### config.mk
export PLATFORM = sky130hd
export DESIGN_NAME = pid_duty_ctrl_flat
export DESIGN_NICKNAME = d
export VERILOG_FILES = /design/src/rtl/pid_pkg.sv /design/src/rtl/pid_duty_ctrl_if.sv /design/src/rtl/pid_mac.sv /design/src/rtl/pid_duty_ctrl.sv /design/src/flat_wrapper.sv
export SDC_FILE = /design/constraint.sdc
export NUM_CORES = 1
export LEC_CHECK = 0
export BUFFER_PORTS_ARGS = -buffer_cell sky130_fd_sc_hd__buf_2
export CORE_UTILIZATION = 40
export CTS_CLUSTER_DIAMETER = 40
export DETAILED_ROUTE_END_ITERATION = 16
export HOLD_SLACK_MARGIN = 0.05
export SKIP_LAST_GASP = 1
export SYNTH_ARGS = -nofsm -noshare
export SYNTH_HDL_FRONTEND = slang
export SYNTH_SLANG_ARGS = --single-unit
### constraint.sdc
create_clock -name clk_dev -period 9.8 [get_ports clk_dev]
set_clock_uncertainty 0.2 [all_clocks]
set_input_delay 0.49 -clock clk_dev [delete_from_list [all_inputs] [get_ports clk_dev]]
set_output_delay 0.49 -clock clk_dev [all_outputs]
set_load 0.005 [all_outputs]
### src/rtl/pid_pkg.sv
// Shared definitions for the PID duty controller: widths, FSM encoding and
// the duty saturation helpers.
package pid_pkg;

  localparam int ADC_W    = 12;
  localparam int DUTY_W   = 15;
  localparam int DUTY_MAX = 32767;
  localparam int COEF_W   = 16;
  localparam int FRAC     = 8;
  localparam int ACC_W    = 32;
  localparam int INT_LIM  = (32'sd1 <<< (DUTY_W + FRAC)) - 32'sd1;

  localparam int E_W    = ADC_W + 1;
  localparam int DE_W   = ADC_W + 2;
  localparam int PROD_W = DE_W + COEF_W + 1;
  localparam int SUM_W  = ACC_W + 2;

  typedef enum logic [2:0] {
    ST_IDLE = 3'd0,
    ST_ERR  = 3'd1,
    ST_PROP = 3'd2,
    ST_INTG = 3'd3,
    ST_DERV = 3'd4,
    ST_SUM  = 3'd5
  } pid_state_t;

  typedef enum logic [1:0] {
    MAC_KP = 2'd0,
    MAC_KI = 2'd1,
    MAC_KD = 2'd2
  } mac_sel_t;

  function automatic logic [DUTY_W-1:0] clamp_duty(input logic signed [SUM_W-1:0] u);
    logic [DUTY_W-1:0] r;
    if (u[SUM_W-1]) begin
      r = {DUTY_W{1'b0}};
    end else if (u > SUM_W'(DUTY_MAX)) begin
      r = DUTY_W'(DUTY_MAX);
    end else begin
      r = u[DUTY_W-1:0];
    end
    return r;
  endfunction

  function automatic logic is_clamped(input logic signed [SUM_W-1:0] u);
    return u[SUM_W-1] | (u > SUM_W'(DUTY_MAX));
  endfunction

endpackage

### src/rtl/pid_duty_ctrl_if.sv
// Sample-in / duty-out bundle between the ADC front end, the PID core and the
// PWM stage.
interface pid_duty_ctrl_if;
  import pid_pkg::*;

  logic [ADC_W-1:0]  adc_data;
  logic              adc_valid;
  logic [ADC_W-1:0]  setpoint;
  logic [COEF_W-1:0] kp;
  logic [COEF_W-1:0] ki;
  logic [COEF_W-1:0] kd;
  logic [DUTY_W-1:0] duty;
  logic              duty_valid;
  logic              busy;
  logic              sat;
  logic              overrun;

  modport master (
    output adc_data, adc_valid, setpoint, kp, ki, kd,
    input  duty, duty_valid, busy, sat, overrun
  );

  modport slave (
    input  adc_data, adc_valid, setpoint, kp, ki, kd,
    output duty, duty_valid, busy, sat, overrun
  );

endinterface

### src/rtl/pid_mac.sv
// Single shared signed multiplier; the selector picks which error term and
// which gain feed it in the current FSM state.
module pid_mac
  import pid_pkg::*;
(
  input  mac_sel_t                  sel,
  input  logic signed [E_W-1:0]     e,
  input  logic signed [DE_W-1:0]    de,
  input  logic [COEF_W-1:0]         kp,
  input  logic [COEF_W-1:0]         ki,
  input  logic [COEF_W-1:0]         kd,
  output logic signed [PROD_W-1:0]  prod
);

  logic signed [DE_W-1:0]   op_a_s;
  logic signed [COEF_W:0]   op_b_s;

  // Operand select: gains are zero-extended so they stay non-negative.
  always_comb begin
    op_a_s = {e[E_W-1], e};
    op_b_s = {1'b0, kp};
    case (sel)
      MAC_KP: begin
        op_a_s = {e[E_W-1], e};
        op_b_s = {1'b0, kp};
      end
      MAC_KI: begin
        op_a_s = {e[E_W-1], e};
        op_b_s = {1'b0, ki};
      end
      MAC_KD: begin
        op_a_s = de;
        op_b_s = {1'b0, kd};
      end
      default: begin
        op_a_s = {e[E_W-1], e};
        op_b_s = {1'b0, kp};
      end
    endcase
  end

  // Full-width product; both operands signed so no bits are lost.
  always_comb begin
    prod = op_a_s * op_b_s;
  end

endmodule

### src/rtl/pid_duty_ctrl.sv
// Multi-cycle PID controller: one ADC sample in, one saturated duty word out
// five cycles later, sharing a single multiplier across P, I and D terms.
module pid_duty_ctrl
  import pid_pkg::*;
(
  input  logic            clk_dev,
  input  logic            reset,
  input  logic            enable,
  pid_duty_ctrl_if.slave  bus
);

  localparam logic signed [ACC_W:0]   LIM_HI = (ACC_W + 1)'(INT_LIM);
  localparam logic signed [ACC_W:0]   LIM_LO = -LIM_HI;
  localparam logic signed [ACC_W-1:0] ACC_HI = ACC_W'(INT_LIM);
  localparam logic signed [ACC_W-1:0] ACC_LO = -ACC_HI;

  pid_state_t state_r, state_nxt_s;

  logic [ADC_W-1:0]          adc_r, sp_r;
  logic [COEF_W-1:0]         kp_r, ki_r, kd_r;
  logic signed [E_W-1:0]     e_r, e_prev_r, e_s;
  logic signed [DE_W-1:0]    de_r, de_s;
  logic signed [PROD_W-1:0]  p_r, d_r, prod_s;
  logic signed [ACC_W-1:0]   acc_r, acc_nxt_s;
  logic signed [ACC_W:0]     cand_s;
  logic signed [SUM_W-1:0]   sum_s, u_s;
  logic                      wind_hold_s;
  mac_sel_t                  sel_s;

  logic [DUTY_W-1:0] duty_r;
  logic              duty_valid_r, busy_r, sat_r, overrun_r;

  // State register; disable parks the FSM in IDLE like reset does.
  always_ff @(posedge clk_dev) begin
    if (!reset || !enable) begin
      state_r <= ST_IDLE;
    end else begin
      state_r <= state_nxt_s;
    end
  end

  // Next-state: a fixed one-cycle-per-step walk once a sample is accepted.
  always_comb begin
    state_nxt_s = state_r;
    case (state_r)
      ST_IDLE: begin
        if (bus.adc_valid) begin
          state_nxt_s = ST_ERR;
        end else begin
          state_nxt_s = ST_IDLE;
        end
      end
      ST_ERR:  state_nxt_s = ST_PROP;
      ST_PROP: state_nxt_s = ST_INTG;
      ST_INTG: state_nxt_s = ST_DERV;
      ST_DERV: state_nxt_s = ST_SUM;
      ST_SUM:  state_nxt_s = ST_IDLE;
      default: state_nxt_s = ST_IDLE;
    endcase
  end

  // Multiplier operand selection per state.
  always_comb begin
    sel_s = MAC_KP;
    case (state_r)
      ST_INTG: sel_s = MAC_KI;
      ST_DERV: sel_s = MAC_KD;
      default: sel_s = MAC_KP;
    endcase
  end

  pid_mac u_mac (
    .sel  (sel_s),
    .e    (e_r),
    .de   (de_r),
    .kp   (kp_r),
    .ki   (ki_r),
    .kd   (kd_r),
    .prod (prod_s)
  );

  // Error terms from the latched sample.
  always_comb begin
    e_s  = $signed({1'b0, sp_r}) - $signed({1'b0, adc_r});
    de_s = {e_s[E_W-1], e_s} - {e_prev_r[E_W-1], e_prev_r};
  end

  // Integrator candidate with clamp; hold it while pushing further into a rail.
  always_comb begin
    cand_s = {acc_r[ACC_W-1], acc_r}
           + {{(ACC_W + 1 - PROD_W){prod_s[PROD_W-1]}}, prod_s};
    if (cand_s > LIM_HI) begin
      acc_nxt_s = ACC_HI;
    end else if (cand_s < LIM_LO) begin
      acc_nxt_s = ACC_LO;
    end else begin
      acc_nxt_s = cand_s[ACC_W-1:0];
    end
    wind_hold_s = sat_r &&
                  (((duty_r == DUTY_W'(DUTY_MAX)) && !e_r[E_W-1] && (e_r != {E_W{1'b0}})) ||
                   ((duty_r == {DUTY_W{1'b0}}) && e_r[E_W-1]));
  end

  // Final sum is wide enough that p + acc + d can never wrap.
  always_comb begin
    sum_s = {{(SUM_W - PROD_W){p_r[PROD_W-1]}}, p_r}
          + {{(SUM_W - ACC_W){acc_r[ACC_W-1]}}, acc_r}
          + {{(SUM_W - PROD_W){d_r[PROD_W-1]}}, d_r};
    u_s   = sum_s >>> FRAC;
  end

  // Datapath and output registers; disable clears the same state as reset.
  always_ff @(posedge clk_dev) begin
    if (!reset || !enable) begin
      adc_r        <= {ADC_W{1'b0}};
      sp_r         <= {ADC_W{1'b0}};
      kp_r         <= {COEF_W{1'b0}};
      ki_r         <= {COEF_W{1'b0}};
      kd_r         <= {COEF_W{1'b0}};
      e_r          <= {E_W{1'b0}};
      e_prev_r     <= {E_W{1'b0}};
      de_r         <= {DE_W{1'b0}};
      p_r          <= {PROD_W{1'b0}};
      d_r          <= {PROD_W{1'b0}};
      acc_r        <= {ACC_W{1'b0}};
      duty_r       <= {DUTY_W{1'b0}};
      duty_valid_r <= 1'b0;
      busy_r       <= 1'b0;
      sat_r        <= 1'b0;
      overrun_r    <= 1'b0;
    end else begin
      duty_valid_r <= 1'b0;
      overrun_r    <= bus.adc_valid && (state_r != ST_IDLE);
      busy_r       <= (state_nxt_s != ST_IDLE);
      case (state_r)
        ST_IDLE: begin
          if (bus.adc_valid) begin
            adc_r <= bus.adc_data;
            sp_r  <= bus.setpoint;
            kp_r  <= bus.kp;
            ki_r  <= bus.ki;
            kd_r  <= bus.kd;
          end
        end
        ST_ERR: begin
          e_r  <= e_s;
          de_r <= de_s;
        end
        ST_PROP: p_r <= prod_s;
        ST_INTG: begin
          if (!wind_hold_s) begin
            acc_r <= acc_nxt_s;
          end
        end
        ST_DERV: d_r <= prod_s;
        ST_SUM: begin
          duty_r       <= clamp_duty(u_s);
          sat_r        <= is_clamped(u_s);
          e_prev_r     <= e_r;
          duty_valid_r <= 1'b1;
        end
        default: duty_valid_r <= 1'b0;
      endcase
    end
  end

  assign bus.duty       = duty_r;
  assign bus.duty_valid = duty_valid_r;
  assign bus.busy       = busy_r;
  assign bus.sat        = sat_r;
  assign bus.overrun    = overrun_r;

endmodule

### src/flat_wrapper.sv
// flat-port wrapper written by rule: the top's interface ports become plain ports
module pid_duty_ctrl_flat import pid_pkg::*;
  (clk_dev, reset, enable, bus_adc_data, bus_adc_valid, bus_setpoint, bus_kp, bus_ki, bus_kd, bus_duty, bus_duty_valid, bus_busy, bus_sat, bus_overrun);
  pid_duty_ctrl_if bus_i ();
  input  logic clk_dev;
  input  logic reset;
  input  logic enable;
  input wire logic [$bits(bus_i.adc_data)-1:0] bus_adc_data;
  input wire logic [$bits(bus_i.adc_valid)-1:0] bus_adc_valid;
  input wire logic [$bits(bus_i.setpoint)-1:0] bus_setpoint;
  input wire logic [$bits(bus_i.kp)-1:0] bus_kp;
  input wire logic [$bits(bus_i.ki)-1:0] bus_ki;
  input wire logic [$bits(bus_i.kd)-1:0] bus_kd;
  output wire logic [$bits(bus_i.duty)-1:0] bus_duty;
  output wire logic [$bits(bus_i.duty_valid)-1:0] bus_duty_valid;
  output wire logic [$bits(bus_i.busy)-1:0] bus_busy;
  output wire logic [$bits(bus_i.sat)-1:0] bus_sat;
  output wire logic [$bits(bus_i.overrun)-1:0] bus_overrun;
  assign bus_i.adc_data = bus_adc_data;
  assign bus_i.adc_valid = bus_adc_valid;
  assign bus_i.setpoint = bus_setpoint;
  assign bus_i.kp = bus_kp;
  assign bus_i.ki = bus_ki;
  assign bus_i.kd = bus_kd;
  assign bus_duty = bus_i.duty;
  assign bus_duty_valid = bus_i.duty_valid;
  assign bus_busy = bus_i.busy;
  assign bus_sat = bus_i.sat;
  assign bus_overrun = bus_i.overrun;
  pid_duty_ctrl u_core (.clk_dev(clk_dev), .reset(reset), .enable(enable), .bus(bus_i));
endmodule
==> run summary <==
Crit-path max FO: 9
Met3 WL post-DR: 4080 um
Worst Setup EP: u_core.acc_r[6]
CP peak stage delay: 0.53 ns
Top-area cell type share of the netlist area: 21.1%
Post-DR vias/cell: 5.39
GRT Overall Usage: 24.0%
Hold Slack: 0.126 ns
Wirelength, routed: 68000 um
Mapped Cells: 2743
DR WL/cell: 17.8 um
Row count: 84
Top cells by area, synth: dfxtp_1, fa_1, ha_1
Seq/Total Area, Yosys: 21.1%
IO Port Bufs: 94
Critical R2R Capture: u_core.acc_r[6]
Chip height: 235 um
Area after detailed placement: 0.0242 sq mm
Worst IR Drop VDD: 0.170 mV
Asr flop ratio synth: 0%
Fin util: 52.3%
FF-to-FF path depth: 43
Outcome: complete, no violations
Crit Path Class: reg2reg
Worst R2R Start: u_core.state_r[0]
Max-Cap Viols: 0
Area delta synth->final: 28.0%
WL met2: 32600 um
Via Count: 20600
Critical Path RT: 10.02 ns
Design Area, Final: 0.0277 sq mm
Netlist cell types: 80
Routability cong.: 0.943
Fillers: 4989
Number of flops mapped to enable cells by yosys: 0
Syn Nets: 3220
Clk pwr share: 54.8%
Crit end category: flip-flop
Cell taking the most area after synthesis: dfxtp_1
Cell internal pwr: 2120 uW
Nets: 3574
Slew Limit Fails: 0
Logic pwr share: 12.5%
Core Region: 0.0530 sq mm
Initial core utilization: 40.9%
TritonCTS Buffers: 44
Startpoint types: flip-flop
Cell with the largest stage delay on the worst path: fa_1
Crit-path most repeated cell: fa_1
F_max: 105 MHz
Part of the power in registers: 32.7%
Hpwl dp: 51500 um
H-tree Lvls: 2
Critical path arrival: 9.70 ns
Clk Latency, worst-skew pair: 0.57 ns
Most frequent cell after synthesis: nand2_1
TritonCTS clock tree: built
Switching part of the total power: 27.3%
GRT overflow: 0
R2r setup slk: 0.32 ns
Final min period: 9.48 ns
Starting DRC count in detailed routing: 1455
Syn Std Cell Area: 0.0216 sq mm
DR top layer: met4
Slew @ Worst Pin: 1.13 ns
Final setup violating endpoints: 0
Num ports: 95
Endpoints failing hold: 0
Period utilization: 96.7%
Vias in the first global route: 20300
Power Total: 2920 uW
First-pass GRT wire length: 106000 um
Most frequent cells after synthesis: nand2_1, inv_1, a21oi_1
Root Buffer: clkbuf_16
Main synth FF type: dfxtp_1
First-pass detailed-route iteration total: 5
Antenna-violating nets left: 0
WL met1: 29600 um
Clock transition at path regs: 0.05 ns
Rel. slew slack: 24.5%
Post-synthesis register bit count: 228
Largest net degree at the start of global routing: 186
Layout cells sized above 1: 18.2%
Worst Hold Class: in2reg
Diode count: 0
Die X: 235 um
Bufs on Longest Clock Path: 3
Clock Sinks: 228
Net Sw Power: 796 uW
DRC violation count after routing: 0
Synth Warn #: 0
Initial antenna violation count: 0
Lkg Pwr: 0.0126 uW
Die area: 0.0551 sq mm
Synthesized area per cell: 7.89 sq um
Crit path from: u_core.state_r[0]
Power per cell area: 105 mW/mm^2
## cell type report
cell class	instances	area, sq um	share of cell area, %
timing repair buffer	434	3450	12.4
inverter	289	1080	3.92
multi-input combinational	2100	16200	58.4
clock buffer	50	1180	4.25
sequential	228	4570	16.5
clock inverter	32	398	1.44
tap	688	861	3.11
## worst min path at each step
stage | startpoint | to | cells after the start
detailed placement | u_core.e_prev_r[5] | u_core.e_prev_r[5] | 2
global placement | u_core.de_r[1] | u_core.de_r[1] | 2
finish | reset | u_core.p_r[0] | 3
CTS | reset | u_core.p_r[7] | 3
floorplan | u_core.kp_r[10] | u_core.kp_r[10] | 2
global route | reset | u_core.d_r[7] | 3
## power by group through the flow
| stage | clock [uW] | sequential [uW] | combinational (uW) |
|---|---|---|---|
| 6_report | 1600 | 955 | 363 |
| 3_3_place_gp | 0 | 973 | 315 |
| 2_1_floorplan | 0 | 968 | 210 |
| 4_1_cts | 1620 | 954 | 345 |
| 5_1_grt | 1660 | 955 | 402 |
| 3_5_place_dp | 0 | 973 | 320 |
## worst max-delay path: cells and delay by family (launching register included)
family | cells | cell delay, ns
AO/OA/AOI/OAI | 10 | 1.74
XOR/XNOR | 2 | 0.42
adder cells (fa/ha/maj) | 8 | 3.66
buffers and inverters | 13 | 1.57
flip-flops | 1 | 0.33
AND/OR/NAND/NOR | 10 | 1.42
## registers in the layout (all words and copies together) (netlist names)
signal                 flops
u_core.acc_r              32
u_core.adc_r              12
u_core.bus.busy            1
u_core.bus.duty           15
u_core.bus.duty_valid      1
u_core.bus.overrun         1
u_core.bus.sat             1
u_core.d_r                31
u_core.de_r               14
u_core.e_prev_r           13
u_core.e_r                13
u_core.kd_r               16
u_core.ki_r               16
u_core.kp_r               16
u_core.p_r                31
u_core.sp_r               12
u_core.state_r             3
## repair_timing
action / 4_1_cts / 5_1_grt
buffers inserted: 1 / 44
hold endpoints to repair: 74 / 0
pin swaps: 2 / 75
hold buffers: 73 / 0
setup endpoints to repair: 32 / 32
gates cloned: 0 / 6
gates resized for setup: 9 / 135
## logic make-up (layout without fill, tap and decap cells)
group / count (synthesis) / count (layout) / share of synthesized area [%]
flip-flops: 228 / 228 / 21.1
AND/OR/NAND/NOR: 993 / 993 / 19.9
buffers and inverters: 415 / 805 / 7.29
AO/OA/AOI/OAI: 616 / 616 / 17.9
adder cells (fa/ha/maj): 402 / 402 / 30.2
multiplexers: 13 / 13 / 0.659
XOR/XNOR: 76 / 76 / 3.07
## metrics by stage
stage | worst slack [ns] | instances | TNS [ns]
2_1_floorplan | 0.00393 | 2743 | 0
3_3_place_gp | -0.109 | 3615 | -2.76
3_5_place_dp | -0.166 | 3615 | -4.32
4_1_cts | 0.00852 | 3771 | 0
5_1_grt | -0.101 | 3821 | -1.66
6_report | 0.319 | 3821 | 0
## placed cells by master, fill, tap and decap left out, drive strengths merged, types with 19 or more instances in the layout
cell,Yosys,routed
nand3,48,48
inv,289,302
fa,200,200
o21ai,107,107
nor3,49,49
dfxtp,228,228
ha,201,201
xnor2,48,48
buf,17,356
o21a,19,19
dlygate4sd3,0,73
nand4,24,24
and2,30,30
a31oi,20,20
nand2,496,496
a21oi,270,270
clkbuf,109,55
nor2,244,244
a211oi,23,23
a21o,43,43
xor2,28,28
## routing by layer
metal / global-route usage (%) / vias to the layer above
li1: - / 9947
met1: 31.0 / 10000
met2: 40.6 / 540
met3: 4.56 / 112
met4: 6.80 / 0
met5: 0 / -
(Power assumes the default switching activity.)
